===== src/rtl/fetch_queue_if.sv =====
// Fetch front-end bundle: instruction-memory read port, redirect and decode-side handshake.
// Pure wiring, no latency of its own.
// Backpressure is carried by out_ready; the memory side has none.
interface fetch_queue_if;
    logic        imem_req;
    logic [31:0] imem_addr;
    logic [31:0] imem_rdata;
    logic        redirect;
    logic [31:0] redirect_pc;
    logic        out_valid;
    logic        out_ready;
    logic [31:0] out_ir;
    logic [31:0] out_npc;
    logic [31:0] PC;

    // Fetch unit side
    modport master (
        output imem_req, imem_addr, out_valid, out_ir, out_npc, PC,
        input  imem_rdata, redirect, redirect_pc, out_ready
    );

    // Memory / decode / write-back side
    modport slave (
        input  imem_req, imem_addr, out_valid, out_ir, out_npc, PC,
        output imem_rdata, redirect, redirect_pc, out_ready
    );
endinterface


===== src/rtl/fetch_queue.sv =====
// Instruction fetch with a DEPTH-entry prefetch queue in front of IF/ID.
// Latency: request to out_valid is 2 cycles, no bypass; 1 instr/cycle sustained.
// Backpressure: credit counts queued + in-flight - popping; requests stop when that reaches DEPTH.
module fetch_queue #(
    parameter int          DEPTH    = 4,
    parameter logic [31:0] RESET_PC = 32'h0000_0000
) (
    input  logic       clk,
    input  logic       rst,
    fetch_queue_if.master bus
);
    localparam int PW = (DEPTH > 1) ? $clog2(DEPTH) : 1;
    localparam logic [PW+1:0] DEPTH_W = (PW+2)'(DEPTH);

    logic [31:0]   fetch_pc;
    logic [31:0]   inflight_pc;
    logic          inflight;
    logic [PW-1:0] rd_ptr;
    logic [PW-1:0] wr_ptr;
    logic [PW:0]   count;
    logic [31:0]   pc_mem [DEPTH];
    logic [31:0]   ir_mem [DEPTH];

    logic          head_vld;
    logic          pop;
    logic          enq;
    logic          issue;
    logic [PW+1:0] occ;

    assign head_vld = (count != '0);
    assign pop      = head_vld & bus.out_ready;
    // The in-flight word is dropped on redirect, so it never lands in the queue.
    assign enq      = inflight & ~bus.redirect;
    // Occupancy after this edge if nothing new were issued; pop frees a slot this cycle.
    assign occ      = (PW+2)'(count) + (PW+2)'(inflight) - (PW+2)'(pop);
    assign issue    = rst & ~bus.redirect & (occ < DEPTH_W);

    assign bus.imem_req  = issue;
    assign bus.imem_addr = fetch_pc;
    assign bus.out_valid = head_vld;
    assign bus.out_ir    = head_vld ? ir_mem[rd_ptr] : 32'h0;
    assign bus.PC        = head_vld ? pc_mem[rd_ptr] : 32'h0;
    assign bus.out_npc   = head_vld ? (pc_mem[rd_ptr] + 32'd4) : 32'h0;

    // Fetch PC, in-flight tracking, queue pointers and occupancy; redirect wins over everything.
    always_ff @(posedge clk or negedge rst) begin
        if (!rst) begin
            fetch_pc    <= RESET_PC;
            inflight_pc <= RESET_PC;
            inflight    <= 1'b0;
            rd_ptr      <= '0;
            wr_ptr      <= '0;
            count       <= '0;
        end else if (bus.redirect) begin
            fetch_pc <= bus.redirect_pc;
            inflight <= 1'b0;
            rd_ptr   <= '0;
            wr_ptr   <= '0;
            count    <= '0;
        end else begin
            if (issue) begin
                fetch_pc    <= fetch_pc + 32'd4;
                inflight_pc <= fetch_pc;
                inflight    <= 1'b1;
            end else begin
                inflight <= 1'b0;
            end
            if (enq) begin
                wr_ptr <= wr_ptr + PW'(1);
            end
            if (pop) begin
                rd_ptr <= rd_ptr + PW'(1);
            end
            count <= count + (PW+1)'(enq) - (PW+1)'(pop);
        end
    end

    // Queue storage; contents are only visible through the valid-gated outputs, so no reset.
    always_ff @(posedge clk) begin
        if (enq) begin
            pc_mem[wr_ptr] <= inflight_pc;
            ir_mem[wr_ptr] <= bus.imem_rdata;
        end
    end
endmodule


===== src/flat_wrapper.sv =====
// flat-port wrapper written by rule: the top's interface ports become plain ports
module fetch_queue_flat 
#(
    parameter int          DEPTH    = 4,
    parameter logic [31:0] RESET_PC = 32'h0000_0000
)
  (clk, rst, bus_imem_req, bus_imem_addr, bus_out_valid, bus_out_ir, bus_out_npc, bus_PC, bus_imem_rdata, bus_redirect, bus_redirect_pc, bus_out_ready);
  fetch_queue_if bus_i ();
  input  logic clk;
  input  logic rst;
  output wire logic [$bits(bus_i.imem_req)-1:0] bus_imem_req;
  output wire logic [$bits(bus_i.imem_addr)-1:0] bus_imem_addr;
  output wire logic [$bits(bus_i.out_valid)-1:0] bus_out_valid;
  output wire logic [$bits(bus_i.out_ir)-1:0] bus_out_ir;
  output wire logic [$bits(bus_i.out_npc)-1:0] bus_out_npc;
  output wire logic [$bits(bus_i.PC)-1:0] bus_PC;
  input wire logic [$bits(bus_i.imem_rdata)-1:0] bus_imem_rdata;
  input wire logic [$bits(bus_i.redirect)-1:0] bus_redirect;
  input wire logic [$bits(bus_i.redirect_pc)-1:0] bus_redirect_pc;
  input wire logic [$bits(bus_i.out_ready)-1:0] bus_out_ready;
  assign bus_imem_req = bus_i.imem_req;
  assign bus_imem_addr = bus_i.imem_addr;
  assign bus_out_valid = bus_i.out_valid;
  assign bus_out_ir = bus_i.out_ir;
  assign bus_out_npc = bus_i.out_npc;
  assign bus_PC = bus_i.PC;
  assign bus_i.imem_rdata = bus_imem_rdata;
  assign bus_i.redirect = bus_redirect;
  assign bus_i.redirect_pc = bus_redirect_pc;
  assign bus_i.out_ready = bus_out_ready;
  fetch_queue #(.DEPTH(DEPTH), .RESET_PC(RESET_PC)) u_core (.clk(clk), .rst(rst), .bus(bus_i));
endmodule

===== config.mk =====
export PLATFORM = sky130hd
export DESIGN_NAME = fetch_queue_flat
export DESIGN_NICKNAME = d
export VERILOG_FILES = /design/src/rtl/fetch_queue_if.sv /design/src/rtl/fetch_queue.sv /design/src/flat_wrapper.sv
export SDC_FILE = /design/constraint.sdc
export NUM_CORES = 1
export LEC_CHECK = 0
export CORE_ASPECT_RATIO = 0.7
export CORE_UTILIZATION = 54
export CTS_CLUSTER_DIAMETER = 50
export DETAILED_ROUTE_END_ITERATION = 8
export PLACE_DENSITY = 0.79
export RECOVER_POWER = 100
export SLEW_MARGIN = 10
export SYNTH_ARGS = -nofsm -noshare
export SYNTH_HDL_FRONTEND = slang
export SYNTH_SLANG_ARGS = --single-unit

===== constraint.sdc =====
create_clock -name clk -period 5.88 [get_ports clk]
set_input_delay 0.588 -clock clk [delete_from_list [all_inputs] [get_ports clk]]
set_output_delay 0.588 -clock clk [all_outputs]
set_load 0.01 [all_outputs]

==> qor.yml, run 1 <==
outcome: "finished, violations left"
failed_checks: "max-capacitance violations, max-slew violations"
synth.distinct_cells: 54
tightest_slew_ps: 3420
crit_chain: "nor3_2 -> buf_4 -> inv_1 -> clkbuf_1 -> and2_0 -> dlygate4sd3_1"
syn_avg_cell_area_um2: 15.2
p_int_mw: 5.35
design.portCount: 198
power_frac_comb_pct: 33.1
numPortBuffers: 197
ys.flop_type: "edfxtp_1"
synthCells: 924
power.switching_mw: 2.49
grt_pass1_vias: 8354
antenna_left: 0
die-area_mm2: 0.0267
clock_sinks: 328
path_class: "reg -> out"
min-delay-path-class: "reg -> reg"
start_kind: "flip-flop"
setup_viol_count_final: 0
cts_root_buf: "clkbuf_16"
cts_tree: "done"
post_cts_resized: 0
async_flop_share_pct: 22.0
synth_edf_count: 256
p_clk_share_pct: 26.2
remaining_drc_errors: 0
yosysSeqAreaShare_pct: 67.6
track_usage_pct: 23.6
coreArea_mm2: 0.0251
nFillCells: 1686
drive_above_1_share_pct: 10.7
gp_congestion: 0.841
peakVddDrop_uv: 342
maxSlewViolCount: 409
required_ps: 5290
die_x_um: 195
synthXorXnorAreaFrac_pct: 2.18
synth-seq-cells: 328
finalCritPeriodShare_pct: 83.1
fmax_mhz: 205
antenna_cells: 0
cts_setup_buffers: 0
maxCapViolCount: 7
rows: 48
synthToLayoutAreaGrowth_pct: 23.0
routed_wl_um: 31100
clock_skew_ps: 35.6
rsz0062_at_grt: "false"
ys_warn_count: 0
grt_overflow_total: 0
multi_input_area_mm2: 0.00418
p_total_mw: 7.84
worst_slack_ps: 996
synth_compound_area_share_pct: 3.69
die_h_um: 137
slowest_stage: "clkbuf_1"
hold_viol: 0
drt_first_iter_violations: 734
wl_per_cell_um: 21.2
final_nets: 1195
worst_setup_path_end_kind: "output pin"
synthMuxAreaShare_pct: 11.1
grt_max_degree: 65
p_seq_share_pct: 40.7
critPathTopFamily: "buffers and inverters"
place_hpwl_um: 19800
setup-tns-final_ps: 0
yosys.area_share.simple_pct: 12.0
synth_top_family_by_area: "simple AND/OR/NAND/NOR gates"
path_clk_slew_ps: 70
cts.htree.levels: 1
period_needed_ps: 4880
vias_per_cell: 5.84
path_max_fanout: 61
syn_nets: 1002
place_ws_ps: 1990
grt_first_pass_wirelength_um: 47900
syn_area_mm2: 0.0140
first_pass_iters: 5
p_leak_nw: 6.09
cp_num_buf_inv: 4
synthAdderAreaFrac_pct: 0.945
seq_area_mm2: 0.00949
antenna_found_initial: 0
clock_path_buffers: 3
numCtsBuffers: 31
clk_latency_ps: 570
critPathArrivalTime_ps: 4300
initial_core_util_pct: 55.9
cp_slowest_stage_delay_ps: 1840
vias: 8561
slew_headroom_pct: -128
swShare_pct: 31.7
powerDensity_mw_per_mm2: 454
[power by group through the flow]
stage	Sequential, mW	Combinational [mW]	Clock [mW]
floorplan	3.05	1.54	0
global placement	3.20	2.67	0
detailed placement	3.23	2.71	0
CTS	3.18	2.73	2.08
global route	3.23	2.81	2.16
finish	3.19	2.59	2.05
[routing by layer]
metal	vias to the layer above	routed length (um)	share of wire, %	global-route usage [%]
li1	3876	-	-	-
met1	4314	14700	47	36.1
met2	341	14000	45	36.5
met3	30	1980	6.4	3.77
met4	0	407	1.3	4.67
met5	-	0	0	0
[stage by stage]
step / utilization [%] / hold WS [ps] / cell area (um^2) / instances
after global placement: 64.8 / 476 / 16300 / 1408
after global routing: 68.8 / 549 / 17300 / 1466
after floorplan: - / 292 / 14000 / 924
after CTS: 69.0 / 451 / 17300 / 1466
after detailed placement: 64.8 / 500 / 16300 / 1408
final: 68.8 / 523 / 17300 / 1466
[sequential cells by signal, indices dropped and copies added, names as in the netlist]
| register | cells |
|---|---|
| u_core.ir_mem | 128 |
| u_core.pc_mem | 128 |
| u_core.bus.imem_addr | 32 |
| u_core.inflight_pc | 32 |
| u_core.count | 3 |
| u_core.rd_ptr | 2 |
| u_core.wr_ptr | 2 |
| u_core.inflight | 1 |
[area by class of cell]
class	count	area share (%)
repair buffers	207	11.8
clock inverters	15	1.12
multi-input cells	522	24.2
flip-flops and latches	328	55.0
clock buffers	42	5.03
well taps	325	2.35
inverters	27	0.587
[worst paths after layout]
kind | from | end | slack (ps) | depth (start not counted)
min | u_core.inflight_pc[7] | u_core.pc_mem[0][7] | 520 | 0
max in group asynchronous | rst | u_core.rd_ptr[0] | 3580 | 3
max reg2reg | u_core.count[0] | u_core.bus.imem_addr[17] | 1340 | 13
min reg2reg | u_core.inflight_pc[7] | u_core.pc_mem[0][7] | 520 | 0
min in group asynchronous | rst | u_core.bus.imem_addr[6] | 860 | 2
max | u_core.count[1] | bus_out_npc[1] | 1000 | 6
[synth_stat cells (3+ instances only)]
master / count / area (um^2)
o311ai_0: 14 / 123
nor2_1: 45 / 169
a21oi_1: 11 / 55.1
edfxtp_1: 256 / 7690
xor2_1: 11 / 96.3
nor4_2: 4 / 50.1
nor4_1: 7 / 43.8
nand3_1: 24 / 120
mux4_2: 50 / 1130
a221o_1: 5 / 50.1
nor3_1: 16 / 80.1
and4_1: 4 / 35.0
inv_1: 26 / 97.6
nand2_1: 124 / 465
xnor2_1: 24 / 210
o211ai_1: 6 / 45.0
o21ai_0: 26 / 130
or2_2: 3 / 18.8
dfrtp_1: 72 / 1800
a21o_1: 3 / 22.5
ha_1: 9 / 113
mux4_1: 14 / 368
clkbuf_1: 29 / 109
mux2i_1: 3 / 30.0
nor2b_1: 3 / 18.8
buf_2: 8 / 40.0
and2_1: 69 / 432
nand4_1: 9 / 56.3
mux2_2: 3 / 33.8
or3_1: 5 / 31.3
and3_1: 8 / 50.1
buf_4: 4 / 30.0
[cells in the final DEF, fill, tap and decap left out, types with 3 or more instances in the layout]
| cell | Yosys | routed |
|---|---|---|
| edfxtp_1 | 256 | 256 |
| nand2_1 | 124 | 124 |
| dlygate4sd3_1 | 0 | 109 |
| clkdlybuf4s50_1 | 0 | 87 |
| dfrtp_1 | 72 | 70 |
| mux4_2 | 50 | 50 |
| and2_0 | 0 | 49 |
| nor2_1 | 45 | 45 |
| clkbuf_16 | 0 | 32 |
| inv_1 | 26 | 26 |
| o21ai_0 | 26 | 26 |
| nand3_1 | 24 | 24 |
| xnor2_1 | 24 | 24 |
| and2_1 | 69 | 20 |
| nor3_1 | 16 | 15 |
| mux4_1 | 14 | 14 |
| o311ai_0 | 14 | 14 |
| nand4_1 | 9 | 11 |
| a21oi_1 | 11 | 11 |
| xor2_1 | 11 | 11 |
| clkbuf_1 | 29 | 11 |
| nor4_1 | 7 | 9 |
| ha_1 | 9 | 9 |
| and3_1 | 8 | 8 |
| buf_4 | 4 | 7 |
| o211ai_1 | 6 | 6 |
| clkinv_2 | 0 | 6 |
| or3_1 | 5 | 5 |
| a221o_1 | 5 | 5 |
| and4_1 | 4 | 4 |
| bufinv_16 | 0 | 4 |
| or2_2 | 3 | 3 |
| nor2b_1 | 3 | 3 |
| mux2i_1 | 3 | 3 |
| a21o_1 | 3 | 3 |
| clkbuf_8 | 0 | 3 |
[timing repair]
item,4_1_cts,5_1_grt
hold endpoints to repair,20,0
endpoints found under the setup margin,0,0
hold buffers,1,0
[cells by family after synthesis]
| group | after synthesis |
|---|---|
| adders and majority gates | 10 |
| muxes | 70 |
| xor gates and xnor gates | 35 |
| AOI/OAI and AO/OA | 76 |
| and+or+nand+nor | 331 |
| DFF | 328 |
| buffers and inverters | 74 |
No activity file was read; power rests on OpenSTA's default activity.
==> run 2: changes to the inputs <==
Settings changed: CORE_UTILIZATION 54 to 49, PLACE_DENSITY 0.79 to 0.76.
Clock period 5.88 ns to 4.05 ns, I/O delays scaled along.
==> qor.yml, run 2 (synthesized netlist as in run 1, its figures left out) <==
synthToLayoutAreaGrowth_pct: 24.6
period_needed_ps: 3930
clk_latency_ps: 560  # about the same
required_ps: 3640  # -1650 ps
p_leak_nw: 6.20  # +1.9%
remaining_drc_errors: 0  # unchanged
rows: 51  # +6.3%
r2r-start: "u_core.count[0]"
grt_overflow_total: 0  # unchanged
reg_top3: "u_core.ir_mem (128), u_core.pc_mem (128)"
track_usage_pct: 22.1  # -1.5 points
antenna_cells: 0  # unchanged
slowest_stage: "dlygate4sd3_1"
p_seq_share_pct: 40.1  # -0.6 points
clock_skew_ps: 21.1  # -14.5 ps
holdWs_ps: 413  # -109 ps
grt_max_degree: 63  # -3.1%
grt_first_pass_wirelength_um: 49300  # +3.0%
final_util_pct: 62.6  # -6.2 points
min-delay-path-class: "in -> reg"
min_from: "bus_redirect_pc[21]"
wl_per_cell_um: 20.8  # -1.9%
cp_slowest_stage_delay_ps: 610  # -1230 ps
fmax_mhz: 254
clock_sinks: 328  # unchanged
cts_root_buf: "clkbuf_16"
numCtsBuffers: 31  # unchanged
slew_headroom_pct: -64.8  # +63 points
worst_setup_path_end_kind: "output pin"
power.switching_mw: 3.67  # +48%
setup-tns-final_ps: 0  # unchanged
first_pass_iters: 5  # unchanged
antenna_left: 0  # unchanged
peakVddDrop_uv: 332  # -2.9%
path_class: "reg -> out"
finalCritPeriodShare_pct: 97.1
cts.htree.levels: 1  # unchanged
power_frac_comb_pct: 34.8  # +1.7 points
swShare_pct: 32.4  # +0.65 points
drive_above_1_share_pct: 12.2  # +1.5 points
grt_pass1_vias: 8466  # +1.3%
p_clk_share_pct: 25.1  # -1.1 points
layout_commonest_cell: "edfxtp_1"
vias_per_cell: 5.63  # -3.6%
failed_checks: "max-capacitance violations, max-slew violations"
drt_first_iter_violations: 650  # -11%
die_x_um: 204  # +4.9%
place_hpwl_um: 21000  # +6.3%
tightest_slew_ps: 2470  # -954 ps
crit_chain: "buf_6 -> buf_4 -> mux4_1 -> ha_1 -> nand4_4 -> nor3_1 -> xnor2_1 -> nor2_1 -> dlygate4sd3_1"
hold_viol: 0  # unchanged
design.portCount: 198  # unchanged
routed_wl_um: 31800  # +2.4%
setup_viol_count_final: 0  # unchanged
initial_core_util_pct: 50.2  # -5.7 points
numPortBuffers: 197  # unchanged
vias: 8612  # +0.60%
final_nets: 1213  # +1.5%
crit_end: "bus_out_npc[26]"
path_max_fanout: 10  # -84%
cts_tree: "done"
die-area_mm2: 0.0293  # +10%
r2r_cells: 11  # -2
maxSlewViolCount: 182  # -56%
final_cell_mix: "edfxtp_1 (256), nand2_1 (124), dlygate4sd3_1 (114)"
outcome: "finished, violations left"
p_int_mw: 7.67  # +43%
antenna_found_initial: 0  # unchanged
rsz0062_at_grt: "false"
start_kind: "flip-flop"
critPathArrivalTime_ps: 3530  # -770 ps
path_clk_slew_ps: 60  # about the same
r2r_slack_ps: 300  # -1040 ps
crit_start: "u_core.rd_ptr[0]"
r2r_end: "u_core.bus.imem_addr[27]"
powerDensity_mw_per_mm2: 648  # +43%
clock_path_buffers: 3  # unchanged
coreArea_mm2: 0.0279  # +11%
gp_congestion: 0.822  # -2.2%
maxCapViolCount: 5  # -2
die_h_um: 144  # +4.9%
-- run 2: cell types whose count changed in the layout (fill, tap and decap cells not counted), moves of 5 or more --
cell | previous run | this run
and2_0 | 49 | 33
dlygate4sd3_1 | 109 | 114
and2_1 | 20 | 36
clkdlybuf4s50_1 | 87 | 82
clkinv_1 | 0 | 7
clkbuf_2 | 0 | 6
-- run 2: layer usage --
metal | vias up | GRT usage (%) | part of all wire [%]
met5 | - | 0 | 0
met4 | 0 | 4.32 | 1.3
met3 | 35 | 4.42 | 8.6
met2 | 377 | 31.8 | 44
met1 | 4290 | 34.9 | 47
li1 | 3910 | - | -
-- run 2: worst max-delay path: cells and delay by family (launching register included) --
family / cells / cell delay [ps]
simple gates: 3 / 570
fa+ha+maj: 1 / 400
flops: 1 / 510
xor+xnor: 1 / 150
mux: 1 / 410
buf+inv: 3 / 930
-- run 2: final cells by class --
class | instances | area [um^2]
Sequential cell | 328 | 9500
Inverter | 27 | 101
Clock buffer | 34 | 787
Clock inverter | 23 | 216
Tap cell | 371 | 464
Fill cell | 2072 | 10500
Multi-Input combinational cell | 522 | 4220
Timing Repair Buffer | 225 | 2200
-- run 2: worst min path at each step --
| stage | end | slack (ps) | cells after the start |
|---|---|---|---|
| 6_report | u_core.bus.imem_addr[21] | 410 | 3 |
| 5_1_grt | u_core.bus.imem_addr[21] | 420 | 3 |
| 4_1_cts | u_core.bus.imem_addr[15] | 340 | 2 |
| 3_5_place_dp | u_core.bus.imem_addr[15] | 380 | 1 |
| 3_3_place_gp | u_core.bus.imem_addr[15] | 370 | 1 |
| 2_1_floorplan | u_core.bus.imem_addr[0] | 110 | 0 |
-- run 2: power by group through the flow --
stage               combinational [mW]  sequential, mW  clock, mW
global placement                  3.94            4.65          0
global route                      4.29            4.60       3.02
finish                            3.94            4.55       2.85
floorplan                         2.24            4.43          0
CTS                               4.09            4.57       2.89
detailed placement                3.98            4.68          0
-- run 2: through the flow --
step	worst slack (ps)	total power, mW	std cells	instance area [um^2]
after floorplan	711	6.67	924	14000
after global placement	446	8.59	1465	16400
after detailed placement	403	8.66	1465	16400
after CTS	14.7	11.5	1527	17500
after global routing	5.07	11.9	1530	17500
final	116	11.3	1530	17500
-- run 2: repair_timing --
action | CTS | global route
endpoints found under the hold margin | 28 | 0
gates resized for setup | 1 | 5
buffers inserted | 4 | 4
setup endpoints to repair | 14 | 9
pin swaps | 0 | 0
hold buffers | 1 | 0
